**config.mk**
```make
export PLATFORM = sky130hd
export DESIGN_NAME = factor_round_ctrl_flat
export DESIGN_NICKNAME = d
export VERILOG_FILES = /design/src/rtl/factor_round_ctrl_pkg.sv /design/src/rtl/factor_round_ctrl_if.sv /design/src/rtl/factor_round_ctrl_timer.sv /design/src/rtl/factor_round_ctrl.sv /design/src/flat_wrapper.sv
export SDC_FILE = /design/constraint.sdc
export NUM_CORES = 1
export LEC_CHECK = 0
export ABC_CLOCK_PERIOD_IN_PS = 5500
export CELL_PAD_IN_SITES_DETAIL_PLACEMENT = 0
export CELL_PAD_IN_SITES_GLOBAL_PLACEMENT = 2
export CORE_UTILIZATION = 29
export CTS_CLUSTER_DIAMETER = 200
export CTS_CLUSTER_SIZE = 16
export DETAILED_ROUTE_END_ITERATION = 10
export GPL_ROUTABILITY_DRIVEN = 0
export PLACE_DENSITY = 0.86
export SLEW_MARGIN = 10
export SYNTH_ARGS = -nofsm -noshare
export SYNTH_HDL_FRONTEND = slang
export SYNTH_SLANG_ARGS = --single-unit
export TNS_END_PERCENT = 10
```
**constraint.sdc**
```tcl
create_clock -name clk -period 5.5 [get_ports clk]
set_input_delay 1.1 -clock clk [delete_from_list [all_inputs] [get_ports clk]]
set_output_delay 1.1 -clock clk [all_outputs]
set_load 0.05 [all_outputs]
```
**src/rtl/factor_round_ctrl_pkg.sv**
```systemverilog
// Shared types and constants for the factorization game round controller.
package factor_pkg;

  localparam int ANS_W  = 24;  // player answer / expected-answer width
  localparam int WORD_W = 36;  // problem word width; [23:0] holds the expected answer

  // Checker verdict encodings
  localparam logic [1:0] RES_IDLE = 2'b00;
  localparam logic [1:0] RES_OK   = 2'b01;
  localparam logic [1:0] RES_NG   = 2'b11;

  typedef enum logic [2:0] {
    IDLE     = 3'd0,
    FETCH    = 3'd1,
    WAIT_ANS = 3'd2,
    CHECK    = 3'd3,
    SHOW     = 3'd4,
    DONE     = 3'd5
  } state_e;

  // Bits needed to hold a counter value of max_val
  function automatic int cnt_width(input int max_val);
    return (max_val < 2) ? 1 : $clog2(max_val + 1);
  endfunction

  function automatic int max3(input int a, input int b, input int c);
    int m;
    m = (a > b) ? a : b;
    return (m > c) ? m : c;
  endfunction

endpackage

```
**src/rtl/factor_round_ctrl_if.sv**
```systemverilog
// Bus bundle between the round controller and its environment
// (entry logic, problem ROM, answer checker, display).
interface factor_round_ctrl_if import factor_pkg::*; #(
  parameter int ADDR_W = 3
) ();

  logic              start;      // 1-clk pulse: begin session
  logic              submit;     // 1-clk pulse: answer_in valid
  logic [ANS_W-1:0]  answer_in;  // player answer
  logic [ADDR_W-1:0] rom_addr;   // problem ROM address
  logic [WORD_W-1:0] rom_data;   // problem word, one clock after rom_addr
  logic [WORD_W-1:0] num_array;  // registered problem word to checker
  logic [ANS_W-1:0]  check_in;   // answer to checker; 0 = checker idle
  logic [1:0]        result;     // checker verdict
  logic [1:0]        led;        // displayed verdict
  logic [ADDR_W:0]   score;      // correct answers this session
  logic [ADDR_W-1:0] q_idx;      // current problem index
  logic              busy;       // session in progress
  logic              done;       // session finished

  // Controller side: drives ROM address, checker inputs and status
  modport master (
    input  start, submit, answer_in, rom_data, result,
    output rom_addr, num_array, check_in, led, score, q_idx, busy, done
  );

  // Environment side: entry logic, ROM and checker
  modport slave (
    output start, submit, answer_in, rom_data, result,
    input  rom_addr, num_array, check_in, led, score, q_idx, busy, done
  );

endinterface

```
**src/rtl/factor_round_ctrl_timer.sv**
```systemverilog
// round_timer: loadable down-counter with a zero flag. Loading takes
// priority over decrementing; the count parks at zero.
module round_timer #(
  parameter int W = 8
) (
  input  logic         clk,
  input  logic         rst,
  input  logic         load_i,
  input  logic [W-1:0] load_val_i,
  input  logic         dec_i,
  output logic         zero_o
);

  logic [W-1:0] cnt_q, cnt_d;

  // Next count: load, decrement toward zero, or hold
  always_comb begin
    // NOTE: every always_comb output gets a default first so no path can infer a latch.
    cnt_d = cnt_q;
    if (load_i) begin
      cnt_d = load_val_i;
    end else if (dec_i && (cnt_q != '0)) begin
      cnt_d = cnt_q - W'(1);
    end
  end

  // Count register
  always_ff @(posedge clk or posedge rst) begin
    // NOTE: sequential state uses non-blocking assignments so all registers sample pre-edge values.
    if (rst) begin
      cnt_q <= '0;
    end else begin
      cnt_q <= cnt_d;
    end
  end

  assign zero_o = (cnt_q == '0);

endmodule

```
**src/rtl/factor_round_ctrl.sv**
```systemverilog
// factor_round_ctrl: sequences one game session of NUM_Q problems.
// Fetches each problem word from a synchronous ROM, waits for a non-zero
// answer, drives the checker for CHECK_LAT+1 clocks, latches the verdict
// onto the LEDs, shows it for DISP_CYC clocks and keeps score.
// Optional feature: define FACTOR_TIMEOUT_EN to give each answer a
// TIMEOUT_CYC-clock limit; expiry scores the problem as wrong.
module factor_round_ctrl import factor_pkg::*; #(
  parameter int NUM_Q       = 8,
  parameter int ADDR_W      = 3,
  parameter int CHECK_LAT   = 2,
  parameter int DISP_CYC    = 50,
  parameter int TIMEOUT_CYC = 1000
) (
  input  logic                 clk,
  input  logic                 rst,
  factor_round_ctrl_if.master  bus
);

  // A wait of N clocks loads N-1 on entry and leaves when the count hits zero.
`ifdef FACTOR_TIMEOUT_EN
  localparam int TMR_MAX = max3(CHECK_LAT, DISP_CYC - 1, TIMEOUT_CYC - 1);
`else
  localparam int TMR_MAX = max3(CHECK_LAT, DISP_CYC - 1, 1);
`endif
  localparam int TMR_W = cnt_width(TMR_MAX);

  localparam logic [TMR_W-1:0] LD_FETCH = TMR_W'(1);
  localparam logic [TMR_W-1:0] LD_CHECK = TMR_W'(CHECK_LAT);
  localparam logic [TMR_W-1:0] LD_SHOW  = TMR_W'(DISP_CYC - 1);
`ifdef FACTOR_TIMEOUT_EN
  localparam logic [TMR_W-1:0] LD_WAIT  = TMR_W'(TIMEOUT_CYC - 1);
`endif
  localparam logic [ADDR_W-1:0] LAST_Q    = ADDR_W'(NUM_Q - 1);
  localparam logic [ADDR_W:0]   SCORE_MAX = (ADDR_W + 1)'(NUM_Q);

  state_e state_q, state_d;

  logic [WORD_W-1:0] num_array_q, num_array_d;
  logic [ANS_W-1:0]  check_in_q,  check_in_d;
  logic [1:0]        led_q,       led_d;
  logic [ADDR_W:0]   score_q,     score_d;
  logic [ADDR_W-1:0] q_idx_q,     q_idx_d;

  logic             tmr_load;
  logic [TMR_W-1:0] tmr_val;
  logic             tmr_dec;
  logic             tmr_zero;

  logic start_ok;    // start accepted (only from IDLE or DONE)
  logic submit_ok;   // non-zero answer accepted in WAIT_ANS
  logic fetch_end;   // second FETCH clock: ROM word is valid
  logic check_end;   // last CHECK clock: checker verdict is valid
  logic show_end;    // last SHOW clock
`ifdef FACTOR_TIMEOUT_EN
  logic timeout_hit; // answer window expired with no valid submit
`endif

  assign start_ok  = bus.start && ((state_q == IDLE) || (state_q == DONE));
  assign submit_ok = bus.submit && (state_q == WAIT_ANS) && (bus.answer_in != '0);
  assign fetch_end = (state_q == FETCH) && tmr_zero;
  assign check_end = (state_q == CHECK) && tmr_zero;
  assign show_end  = (state_q == SHOW)  && tmr_zero;
`ifdef FACTOR_TIMEOUT_EN
  // A valid submit on the expiry clock takes precedence
  assign timeout_hit = (state_q == WAIT_ANS) && tmr_zero && !submit_ok;
`endif

  // One shared timer times FETCH, CHECK, SHOW and the answer window
  round_timer #(.W(TMR_W)) u_timer (
    .clk        (clk),
    .rst        (rst),
    .load_i     (tmr_load),
    .load_val_i (tmr_val),
    .dec_i      (tmr_dec),
    .zero_o     (tmr_zero)
  );

  // FSM state register
  always_ff @(posedge clk or posedge rst) begin
    if (rst) begin
      state_q <= IDLE;
    end else begin
      state_q <= state_d;
    end
  end

  // FSM next-state logic
  always_comb begin
    state_d = state_q;
    unique case (state_q)
      IDLE, DONE: if (start_ok) state_d = FETCH;
      FETCH:      if (tmr_zero) state_d = WAIT_ANS;
      WAIT_ANS: begin
        if (submit_ok) state_d = CHECK;
`ifdef FACTOR_TIMEOUT_EN
        else if (tmr_zero) state_d = SHOW;
`endif
      end
      CHECK:      if (tmr_zero) state_d = SHOW;
      SHOW:       if (tmr_zero) state_d = (q_idx_q == LAST_Q) ? DONE : FETCH;
      default:    state_d = IDLE;
    endcase
  end

  // FSM outputs
  always_comb begin
    bus.busy = (state_q != IDLE) && (state_q != DONE);
    bus.done = (state_q == DONE);
  end

  // Timer control: reload on entry to each timed state, otherwise count down
  always_comb begin
    tmr_load = 1'b0;
    tmr_val  = '0;
    tmr_dec  = (state_q != IDLE) && (state_q != DONE);
    if (state_d != state_q) begin
      unique case (state_d)
        FETCH: begin tmr_load = 1'b1; tmr_val = LD_FETCH; end
        CHECK: begin tmr_load = 1'b1; tmr_val = LD_CHECK; end
        SHOW:  begin tmr_load = 1'b1; tmr_val = LD_SHOW;  end
`ifdef FACTOR_TIMEOUT_EN
        WAIT_ANS: begin tmr_load = 1'b1; tmr_val = LD_WAIT; end
`endif
        default: ;
      endcase
    end
  end

  // Datapath next-state: problem word, checker input, verdict, score, index
  always_comb begin
    num_array_d = num_array_q;
    check_in_d  = check_in_q;
    led_d       = led_q;
    score_d     = score_q;
    q_idx_d     = q_idx_q;

    if (start_ok) begin
      score_d = '0;
      q_idx_d = '0;
      led_d   = RES_IDLE;
    end

    if (fetch_end) num_array_d = bus.rom_data;

    if (submit_ok) check_in_d = bus.answer_in;

    // Only an explicit OK verdict scores; idle (00) and NG both count as wrong
    if (check_end) begin
      led_d = bus.result;
      if ((bus.result == RES_OK) && (score_q != SCORE_MAX)) begin
        score_d = score_q + (ADDR_W + 1)'(1);
      end
    end

`ifdef FACTOR_TIMEOUT_EN
    if (timeout_hit) led_d = RES_NG;
`endif

    if (show_end) begin
      check_in_d = '0;
      if (q_idx_q != LAST_Q) q_idx_d = q_idx_q + ADDR_W'(1);
    end
  end

  // Datapath registers; reset clears check_in at once so an aborted round releases the checker
  always_ff @(posedge clk or posedge rst) begin
    if (rst) begin
      num_array_q <= '0;
      check_in_q  <= '0;
      led_q       <= RES_IDLE;
      score_q     <= '0;
      q_idx_q     <= '0;
    end else begin
      num_array_q <= num_array_d;
      check_in_q  <= check_in_d;
      led_q       <= led_d;
      score_q     <= score_d;
      q_idx_q     <= q_idx_d;
    end
  end

  assign bus.rom_addr  = q_idx_q;
  assign bus.num_array = num_array_q;
  assign bus.check_in  = check_in_q;
  assign bus.led       = led_q;
  assign bus.score     = score_q;
  assign bus.q_idx     = q_idx_q;

endmodule

```
**src/flat_wrapper.sv**
```systemverilog
// flat-port wrapper written by rule: the top's interface ports become plain ports
module factor_round_ctrl_flat import factor_pkg::*;
#(
  parameter int NUM_Q       = 8,
  parameter int ADDR_W      = 3,
  parameter int CHECK_LAT   = 2,
  parameter int DISP_CYC    = 50,
  parameter int TIMEOUT_CYC = 1000
)
  (clk, rst, bus_start, bus_submit, bus_answer_in, bus_rom_data, bus_result, bus_rom_addr, bus_num_array, bus_check_in, bus_led, bus_score, bus_q_idx, bus_busy, bus_done);
  factor_round_ctrl_if #(.ADDR_W(ADDR_W)) bus_i ();
  input  logic clk;
  input  logic rst;
  input wire logic [$bits(bus_i.start)-1:0] bus_start;
  input wire logic [$bits(bus_i.submit)-1:0] bus_submit;
  input wire logic [$bits(bus_i.answer_in)-1:0] bus_answer_in;
  input wire logic [$bits(bus_i.rom_data)-1:0] bus_rom_data;
  input wire logic [$bits(bus_i.result)-1:0] bus_result;
  output wire logic [$bits(bus_i.rom_addr)-1:0] bus_rom_addr;
  output wire logic [$bits(bus_i.num_array)-1:0] bus_num_array;
  output wire logic [$bits(bus_i.check_in)-1:0] bus_check_in;
  output wire logic [$bits(bus_i.led)-1:0] bus_led;
  output wire logic [$bits(bus_i.score)-1:0] bus_score;
  output wire logic [$bits(bus_i.q_idx)-1:0] bus_q_idx;
  output wire logic [$bits(bus_i.busy)-1:0] bus_busy;
  output wire logic [$bits(bus_i.done)-1:0] bus_done;
  assign bus_i.start = bus_start;
  assign bus_i.submit = bus_submit;
  assign bus_i.answer_in = bus_answer_in;
  assign bus_i.rom_data = bus_rom_data;
  assign bus_i.result = bus_result;
  assign bus_rom_addr = bus_i.rom_addr;
  assign bus_num_array = bus_i.num_array;
  assign bus_check_in = bus_i.check_in;
  assign bus_led = bus_i.led;
  assign bus_score = bus_i.score;
  assign bus_q_idx = bus_i.q_idx;
  assign bus_busy = bus_i.busy;
  assign bus_done = bus_i.done;
  factor_round_ctrl #(.NUM_Q(NUM_Q), .ADDR_W(ADDR_W), .CHECK_LAT(CHECK_LAT), .DISP_CYC(DISP_CYC), .TIMEOUT_CYC(TIMEOUT_CYC)) u_core (.clk(clk), .rst(rst), .bus(bus_i));
endmodule
```
==> out/results.tsv <==
stage	metric	value	unit
critical_path	startpoint_type	register	
pwr	p_int	2.01	mW
global_route	grt_max_degree	49	
layout	drive_above_1_share	0.145	
global_route	antenna_found_initial	0	
critical_path	path_delay_family	buffers and inverters	
pwr	switching_share	0.446	
pwr	leakagePower	2.20	nW
timing	fin_ws	1960	ps
critical_path	worst_ep_arrival_time	2440	ps
drt	vias	2624	
yosys	avgSynthCellArea	12.8	um^2
global_route	grt_overflow_total	0	
critical_path	cpMaxStageDelayCell	clkdlybuf4s50_1	
floorplan	fp.dieArea	12200	um^2
timing	fmax	0.283	GHz
floorplan	die_x	110	um
drt	postRouteAntennaNets	0	
cts	numClockSinks	78	
pwr	p_sw	1.62	mW
critical_path	critPathRequiredTime	4400	ps
floorplan	fp.dieH	110	um
drt	drt_wl_total	8.44	mm
floorplan	start_util	0.298	
timing	period_share	0.643	
drt	drc	0	
cts	insertion_delay	330	ps
critical_path	ff2ff_path_depth	5	
run	cap_violations	0	
yosys	syn-cell-area	3410	um^2
timing	timing.hold.ws	489	ps
critical_path	path_buf_inv	2	
placement	portBuffers	139	
layout	fin_util	0.457	
hold_path	hold_class	register to register	
placement	placed_cell_area	4880	um^2
cts	cts_setup_buffers	0	
cts	numCtsBuffers	9	
critical_path	critPathCapture	bus_busy	
critical_path	worst-path-max-fanout	12	
yosys	synthDistinctLibCells	47	
yosys	seq_area_frac_synth	0.573	
layout	finish.instance_area	5220	um^2
placement	dp_hpwl	6.09	mm
run_status	status	completed	
global_route	grt_pass1_vias	2708	
cts	post_cts_resized	0	
yosys	synth_warnings	0	
cts	cts_tree	yes	
critical_path	regToRegEndpoint	u_core.bus.check_in[12]	
timing	maxSlewViolCount	0	
cts	ctsHoldBuffers	0	
cts	clock_tree.root_cell	clkbuf_16	
critical_path	crit_chain	nor2b_1 > nor3_1 > inv_1 > clkdlybuf4s50_1	
timing	setup_viol	0	
cts	clk_path_buf_depth	2	
yosys	synth-main-ff-cell	dfrtp_1	
pwr	powerDensity	695	nW/um^2
timing	worst_pin_slew	1040	ps
global_route	track_usage	0.144	
layout	diodes	0	
yosys	syn_nets	337	
timing	rsz0062_at_grt	false	
global_route	grt_pass1_wl	14.0	mm
floorplan	io_pins	140	
cts	h-tree-depth	3	
yosys	syn-instance-count	266	
critical_path	r2r_start	u_core.state_q[0]	
pwr	pwr-share-clk	0.187	
drt	drtIter0Drc	143	
timing	min_period	3540	ps
placement	dp_slack	1860	ps
critical_path	crit_cells	4	
timing	finalSetupTns	0	ps
drt	vias_per_cell	4.76	
cts	cts.clk_slew.worst_paths	60	ps
drt	wire_per_inst	15.3	um
layout	area_delta_synth_final	53.2	%
yosys	synth-seq-cells	78	
critical_path	critPathLaunch	u_core.state_q[0]	
timing	hold_violations	0	
timing	fin_skew	6.14	ps
floorplan	coreArea	11400	um^2
pwr	vdd_drop_max	0.359	mV
yosys	synth_edf_count	0	
floorplan	rows	39	
critical_path	max_stage_delay	750	ps
critical_path	path_class	register to output port	
critical_path	ff2ff_setup_slack	2900	ps
drt	firstDrtPassIters	4	
timing	slew_headroom	0.308	
critical_path	end_kind	output port	
pwr	p_comb_frac	0.540	
layout	fin_nets	474	
pwr	p_seq_frac	0.273	
yosys	async_reset_ff_frac	1.00	
## cell type report
| class | instances | area (um^2) |
|---|---|---|
| well taps | 143 | 179 |
| clock buffers | 11 | 233 |
| multi-input cells | 164 | 1320 |
| clock inverters | 5 | 106 |
| flip-flops and latches | 78 | 1950 |
| inverters | 10 | 37.5 |
| fillers | 1058 | 6200 |
| repair buffers | 140 | 1400 |
## routing by layer
layer	global-route usage	wire, um	vias up
li1	-	-	1242
met1	0.195	3970	1278
met2	0.219	3920	93
met3	0.0395	430	11
met4	0.0507	112	0
met5	0	0	-
## synth_stat cells (all sizes together), types with 2 or more instances
library cell	count	area, um^2
nor2b	3	18.8
nand4	2	12.5
a311oi	2	17.5
buf	13	100
mux2i	2	20.0
nand3b	2	15.0
dfrtp	78	1950
and4	2	17.5
nand2	21	88.8
xor2	2	17.5
a21oi	7	38.8
nand2b	2	12.5
o21ai	13	65.1
inv	10	37.5
nand3	4	20.0
nor4	9	62.6
nor2	11	43.8
and2	2	15.0
mux2	36	405
a22o	24	210
ha	5	62.6
## metrics by stage
stage	power, mW	cells
2_1_floorplan	2.34	266
3_3_place_gp	2.95	535
3_5_place_dp	2.97	535
4_1_cts	3.66	551
5_1_grt	3.80	551
6_report	3.63	551
## layout by cell type, fill, tap and decap left out, types with 2 or more instances in the layout
| master | Yosys | routed |
|---|---|---|
| clkbuf_1 | 1 | 2 |
| a311oi_1 | 2 | 2 |
| nand2_1 | 19 | 19 |
| xor2_1 | 2 | 2 |
| inv_1 | 10 | 9 |
| a22o_1 | 24 | 24 |
| mux2_2 | 31 | 31 |
| nand4_1 | 2 | 2 |
| clkbuf_16 | 0 | 9 |
| nor4_1 | 8 | 8 |
| a21oi_1 | 6 | 6 |
| nor2_1 | 10 | 10 |
| bufinv_16 | 0 | 3 |
| o21ai_1 | 3 | 3 |
| mux2i_1 | 2 | 2 |
| ha_1 | 5 | 5 |
| and4_1 | 2 | 2 |
| dfrtp_1 | 78 | 78 |
| nand2b_1 | 2 | 2 |
| nand3_1 | 4 | 4 |
| nor2b_1 | 3 | 3 |
| clkdlybuf4s50_1 | 0 | 139 |
| o21ai_0 | 10 | 10 |
| nand3b_1 | 2 | 2 |
| mux2_1 | 5 | 5 |
## registers in the layout, indices dropped and copies added (netlist names)
| signal | flops |
|---|---|
| u_core.bus.num_array | 36 |
| u_core.state_q | 3 |
| u_core.bus.check_in | 24 |
| u_core.u_timer.cnt_q | 6 |
| u_core.bus.score | 4 |
| u_core.bus.led | 2 |
| u_core.bus.q_idx | 3 |
## kinds of logic after synthesis
group | share of synthesized area
AO/OA/AOI/OAI | 0.136
XOR/XNOR | 0.00771
adder cells (fa/ha/maj) | 0.0184
buffers and inverters | 0.0415
flip-flops | 0.573
multiplexers | 0.125
AND/OR/NAND/NOR | 0.0988
## worst min path at each step
stage                                    end  cells past startpoint                startpoint
global route         u_core.bus.check_in[16]                      1   u_core.bus.check_in[16]
global placement     u_core.bus.num_array[9]                      1   u_core.bus.num_array[9]
floorplan            u_core.u_timer.cnt_q[5]                      1   u_core.u_timer.cnt_q[5]
detailed placement  u_core.bus.num_array[10]                      1  u_core.bus.num_array[10]
finish              u_core.bus.num_array[10]                      1  u_core.bus.num_array[10]
CTS                 u_core.bus.num_array[10]                      1  u_core.bus.num_array[10]
## power by group through the flow
stage               Sequential [mW]  Clock, mW  Combinational (mW)
finish                        0.992      0.679                1.96
global route                   1.03      0.723                2.05
detailed placement            0.996          0                1.98
global placement              0.994          0                1.95
floorplan                      1.76          0               0.580
CTS                           0.992      0.693                1.98
(Power assumes the default switching activity.)
